==> src/rtl/serial_arith_pkg.sv <==
// Shared types and helpers for the serial arithmetic blocks: FSM state
// encoding and the bit-counter width helper.
package serial_arith_pkg;

  // Plain constants for tools that cannot consume the enum type directly.
  localparam logic [1:0] ST_IDLE = 2'd0;
  localparam logic [1:0] ST_RUN  = 2'd1;
  localparam logic [1:0] ST_DONE = 2'd2;

  typedef enum logic [1:0] {
    IDLE = ST_IDLE,
    RUN  = ST_RUN,
    DONE = ST_DONE
  } state_t;

  // Bit-counter width; never narrower than one bit.
  function automatic int cnt_w(input int width);
    return (width <= 2) ? 1 : $clog2(width);
  endfunction

endpackage

==> src/rtl/full_adder_cell.sv <==
// One-bit full adder built from two half adders and an OR, used as the
// single arithmetic slice of the serial adder.
module half_adder (
  input  logic a,
  input  logic b,
  output logic s,
  output logic co
);
  assign s  = a ^ b;
  assign co = a & b;
endmodule

module full_adder_cell (
  input  logic a,
  input  logic b,
  input  logic cin,
  output logic s,
  output logic co
);
  logic s1;
  logic c1;
  logic c2;

  half_adder u_ha0 (.a(a),  .b(b),   .s(s1), .co(c1));
  half_adder u_ha1 (.a(s1), .b(cin), .s(s),  .co(c2));

  // The two half-adder carries can never both be set, so OR gives majority.
  assign co = c1 | c2;
endmodule

==> src/rtl/bit_serial_adder.sv <==
// Bit-serial adder: one bit per clock, LSB first, registered carry.
// Optional macro SERIAL_SUB_MODE_EN adds a 'sub' input for a-b.
module bit_serial_adder
  import serial_arith_pkg::*;
#(
  parameter int WIDTH = 8
) (
  input  logic             clk,
  input  logic             rst_n,
  input  logic             start,
`ifdef SERIAL_SUB_MODE_EN
  input  logic             sub,
`endif
  input  logic [WIDTH-1:0] a,
  input  logic [WIDTH-1:0] b,
  input  logic             cin,
  output logic             busy,
  output logic             done,
  output logic [WIDTH-1:0] sum,
  output logic             cout
);

  localparam int            CW   = cnt_w(WIDTH);
  localparam logic [CW-1:0] LAST = CW'(WIDTH - 1);

  state_t           state_reg;
  state_t           state_next;
  logic [WIDTH-1:0] a_sh_reg;
  logic [WIDTH-1:0] b_sh_reg;
  logic [WIDTH-1:0] s_sh_reg;
  logic [WIDTH-1:0] sum_reg;
  logic             carry_reg;
  logic             cout_reg;
  logic [CW-1:0]    cnt_reg;

  logic             sum_bit;
  logic             carry_next;
  logic             last_bit;
  logic [WIDTH-1:0] b_load;
  logic             c_load;

`ifdef SERIAL_SUB_MODE_EN
  // Subtraction as a + ~b + 1; cout then reads as NOT borrow.
  assign b_load = sub ? ~b : b;
  assign c_load = sub ? 1'b1 : cin;
`else
  assign b_load = b;
  assign c_load = cin;
`endif

  full_adder_cell u_fa (
    .a  (a_sh_reg[0]),
    .b  (b_sh_reg[0]),
    .cin(carry_reg),
    .s  (sum_bit),
    .co (carry_next)
  );

  assign last_bit = (cnt_reg == LAST);

  always_ff @(posedge clk or negedge rst_n) begin
    if (!rst_n) begin
      state_reg <= IDLE;
    end else begin
      state_reg <= state_next;
    end
  end

  always_comb begin
    state_next = state_reg;
    case (state_reg)
      IDLE:    if (start) state_next = RUN;
      RUN:     if (last_bit) state_next = DONE;
      DONE:    state_next = IDLE;
      default: state_next = IDLE;
    endcase
  end

  always_ff @(posedge clk or negedge rst_n) begin
    if (!rst_n) begin
      a_sh_reg  <= '0;
      b_sh_reg  <= '0;
      s_sh_reg  <= '0;
      sum_reg   <= '0;
      carry_reg <= 1'b0;
      cout_reg  <= 1'b0;
      cnt_reg   <= '0;
    end else begin
      case (state_reg)
        IDLE: begin
          if (start) begin
            a_sh_reg  <= a;
            b_sh_reg  <= b_load;
            carry_reg <= c_load;
            cnt_reg   <= '0;
          end
        end
        RUN: begin
          a_sh_reg  <= {1'b0, a_sh_reg[WIDTH-1:1]};
          b_sh_reg  <= {1'b0, b_sh_reg[WIDTH-1:1]};
          s_sh_reg  <= {sum_bit, s_sh_reg[WIDTH-1:1]};
          carry_reg <= carry_next;
          cnt_reg   <= cnt_reg + 1'b1;
          // Publish the result on the edge that consumes the final bit.
          if (last_bit) begin
            sum_reg  <= {sum_bit, s_sh_reg[WIDTH-1:1]};
            cout_reg <= carry_next;
          end
        end
        default: ;
      endcase
    end
  end

  assign busy = (state_reg == RUN);
  assign done = (state_reg == DONE);
  assign sum  = sum_reg;
  assign cout = cout_reg;

endmodule

==> config.mk <==
export PLATFORM = sky130hd
export DESIGN_NAME = bit_serial_adder
export DESIGN_NICKNAME = d
export VERILOG_FILES = /design/src/rtl/serial_arith_pkg.sv /design/src/rtl/full_adder_cell.sv /design/src/rtl/bit_serial_adder.sv
export SDC_FILE = /design/constraint.sdc
export NUM_CORES = 1
export LEC_CHECK = 0
export CAP_MARGIN = 5
export CORE_ASPECT_RATIO = 0.6
export CORE_MARGIN = 2
export CORE_UTILIZATION = 45
export DETAILED_ROUTE_END_ITERATION = 16
export GPL_TIMING_DRIVEN = 0
export PLACE_DENSITY = 0.7
export SKIP_CTS_REPAIR_TIMING = 1
export SLEW_MARGIN = 25
export SYNTH_ARGS = -nofsm -noshare
export SYNTH_HDL_FRONTEND = slang
export SYNTH_SLANG_ARGS = --single-unit
==> constraint.sdc <==
create_clock -name clk -period 3.86 [get_ports clk]
set_input_delay 0.579 -clock clk [delete_from_list [all_inputs] [get_ports clk]]
set_output_delay 0.579 -clock clk [all_outputs]
set_load 0.02 [all_outputs]
==> key figures, run 1 <==
Outcome
  • Status: finished, final reports clean

Global route
  • Initial antenna violation count: 0
  • Total congestion overflow: 0
  • Met2 Use GR: 0.310
  • First-pass GRT wire length: 6.57 mm
  • GRT met3 Usage: 0.0468
  • Busiest grt layer: met2
  • M1 GR Usage: 0.275
  • Total track usage: 0.198
  • Vias in the first global route: roughly 1300
  • Largest net degree at the start of global routing: 22

Route
  • Pre-antenna DRT Iters: 4
  • Drt drc: 0
  • Via count: 1232
  • Routed len/inst: around 18 um
  • DRT iter0 DRCs: between 50 and 60
  • Post-Route WL: about 4.0 mm
  • Antenna-violating nets left: 0
  • Vias per cell: around 5.7

Clock network
  • H-tree depth: 2
  • Worst-Skew Late Latency: ~0.29 ns
  • CTS tree: done
  • CTS sink cnt: 38
  • Num CTS Buffers: 5
  • Clk root buf: clkbuf_8
  • Clock Pin Slew Worst Setup and Hold Paths: approximately 0.080 ns
  • Max Buffers Root-to-Sink: 2

STA
  • Slew headroom: 0.695
  • Max Clock Skew: between 0.006 and 0.007 ns
  • Fin. Hold Viols: 0
  • RSZ-0062 raised after global routing: no
  • Worst slew pin tran: about 0.46 ns
  • WHS: 0.227 ns
  • Final WS setup: between 1 and 1.5 ns
  • Final setup viols: 0
  • Final Max Slew Viols: 0
  • Tcrit/Tclk final: 0.653
  • TNS Setup: 0 ns
  • Max Freq: just under 400 MHz
  • Min Tclk post-route: around 2.5 ns

Yosys
  • Synth Register Bits: 38
  • Main synth FF type: dfrtp_1
  • Ys async rst share: 1.00
  • Synth warn: 0
  • Mapped cell area: about 1800 sq um
  • Syn_nets: 153
  • Sequential fraction of the synthesis area: 0.531
  • Post-synth EDFFs: 0
  • Yosys cell types: 25
  • Mapped Cells: 130
  • Syn avg cell area: 13.8 sq um

Critical path
  • Worst path slowest cell: clkdlybuf4s50_1
  • Critical Path RT: 3.28 ns
  • Worst setup EP type: output pin
  • Top cell family by delay on the critical path: buffers and inverters
  • WS Path Type: register to output pin
  • FF-to-FF setup slack: approximately 2.3 ns
  • Top cell by count, worst path: buf_2
  • R2R depth: 5
  • Setup crit start kind: register
  • Worst reg2reg path endpoint: cout
  • Largest stage delay on the critical path: 0.61 ns
  • Crit path DAT: approximately 1.9 ns
  • CP cell instances: buf_2 -> buf_2 -> nor2b_1 -> clkdlybuf4s50_1
  • Crit Path Max Fanout: 10
  • Worst flop-to-flop path startpoint: cnt_reg[0]
  • CP Buf/Inv Count: 3

Floorplanning
  • Initial Util: 0.479
  • Die Area: approximately 4500 sq um
  • Core area: 3740 sq um
  • # IOs: 31
  • # rows: 17
  • Die Y: ~53 um
  • Die Width: between 80 and 90 um

Placement
  • DP HPWL: roughly 2.8 mm
  • Final Wtd Congestion: 0.746
  • Port bufs: 30
  • Placed Cells: approximately 210
  • DP Worst Slack: 1.66 ns

Run
  • Max cap viols: 0

Power
  • PD cells: 825 nW/um^2
  • Tot Pwr: roughly 1.9 mW
  • Leakage: 1.02 nW
  • VDD IR max: 0.462 mV

Layout
  • Synthesis-to-layout area growth: 29.0%
  • Nets: roughly 190
  • Ant diodes: 0
  • Post-Layout Cell Count: 216
  • Layout cells sized above 1: 0.254

Hold path
  • Min-delay worst type: primary input to asynchronous set/reset pin
## metal layers
metal  share of wire  up-vias  wire [um]
met4          0.0073        0         29
met3           0.051        5        203
met5               0        -          0
met2            0.46       30       1850
li1                -      567          -
met1            0.48      630       1910
## kinds of logic (layout without fill, tap and decap cells)
kind of cell               count (synthesis)  count (layout)  share of synthesized area
AOI/OAI and AO/OA                         22              22                      0.120
adders and majority gates                  3               3                     0.0251
buffers and inverters                     20              59                     0.0566
DFF                                       38              38                      0.531
muxes                                     17              17                      0.125
and+or+nand+nor                           30              30                      0.142
## power by group
part | internal, mW | switching (mW)
combinational | 0.430 | 0.348
clock | 0.259 | 0.149
sequential | 0.592 | 0.128
total | 1.28 | 0.625
## cell type report
| class | instances | area, sq um |
|---|---|---|
| Buffer | 12 | 71.3 |
| Clock inverter | 3 | 68.8 |
| Multi-Input combinational cell | 72 | 739 |
| Tap cell | 47 | 58.8 |
| Clock buffer | 5 | 68.8 |
| Inverter | 8 | 30.0 |
| Sequential cell | 38 | 951 |
| Fill cell | 282 | 1430 |
| Timing Repair Buffer | 31 | 323 |
## cell usage after synthesis, types with 2 or more instances
cell type / count / share of area
a211o_1: 2 / 0.0098
a211oi_1: 6 / 0.025
a22o_1: 2 / 0.0098
buf_2: 9 / 0.025
buf_6: 2 / 0.013
dfrtp_1: 38 / 0.53
ha_1: 2 / 0.014
inv_1: 6 / 0.013
inv_2: 2 / 0.0042
mux2_1: 7 / 0.044
mux2_4: 9 / 0.075
nand2b_1: 3 / 0.010
nor3b_1: 8 / 0.034
nor4b_1: 6 / 0.029
nor4bb_1: 2 / 0.011
o221a_2: 9 / 0.057
or4b_1: 9 / 0.050
## layout by cell type (no fill, tap or decap)
master / instances
a22o_1: 2
or4b_1: 9
o221a_2: 9
mux2_1: 7
inv_2: 2
a211o_1: 2
clkdlybuf4s50_1: 29
clkbuf_1: 1
buf_2: 10
nor3b_1: 8
nand2b_1: 3
o21bai_4: 1
mux2i_1: 1
clkbuf_8: 5
mux2_4: 9
nor2b_1: 1
clkinv_4: 1
a211oi_1: 6
nand3b_1: 1
ha_1: 2
a21oi_1: 1
o21ba_2: 1
buf_6: 2
bufinv_16: 2
nor4bb_1: 2
buf_16: 1
nor4b_1: 6
dfrtp_1: 38
fa_1: 1
inv_1: 6
## worst max path at each step
stage	endpoint	cells past startpoint	startpoint
2_1_floorplan	done	3	state_reg[1]
3_3_place_gp	b_sh_reg[3]	1	rst_n
3_5_place_dp	done	4	state_reg[1]
4_1_cts	done	4	state_reg[1]
5_1_grt	done	4	state_reg[1]
6_report	done	4	state_reg[1]
## per-stage QoR
stage                      util  instance area (sq um)
after floorplan               -                   1790
final                     0.617                   2310
after global routing      0.617                   2310
after global placement    0.575                   2150
after detailed placement  0.581                   2170
after CTS                 0.617                   2310
Power figures use the tool's default switching activity.
==> inputs of run 2 (changes only) <==
==> constraint.sdc (replaced) <==
create_clock -name clk -period 2.6 [get_ports clk]
set_input_delay 0.39 -clock clk [delete_from_list [all_inputs] [get_ports clk]]
set_output_delay 0.39 -clock clk [all_outputs]
set_load 0.02 [all_outputs]
==> results of run 2 <==
The final DEF is identical to that of run 1. Status: finished, final reports clean.
Main changes from that run: setup slack after placement 1.66 ns -> 0.585 ns; setup slack after layout 1.34 ns -> 0.267 ns; hold slack 0.227 ns -> 0.0375 ns; register-to-register setup slack 2.32 ns -> 1.06 ns; total power 1.91 mW -> 2.83 mW; worst IR drop on VDD 0.462 mV -> 0.686 mV
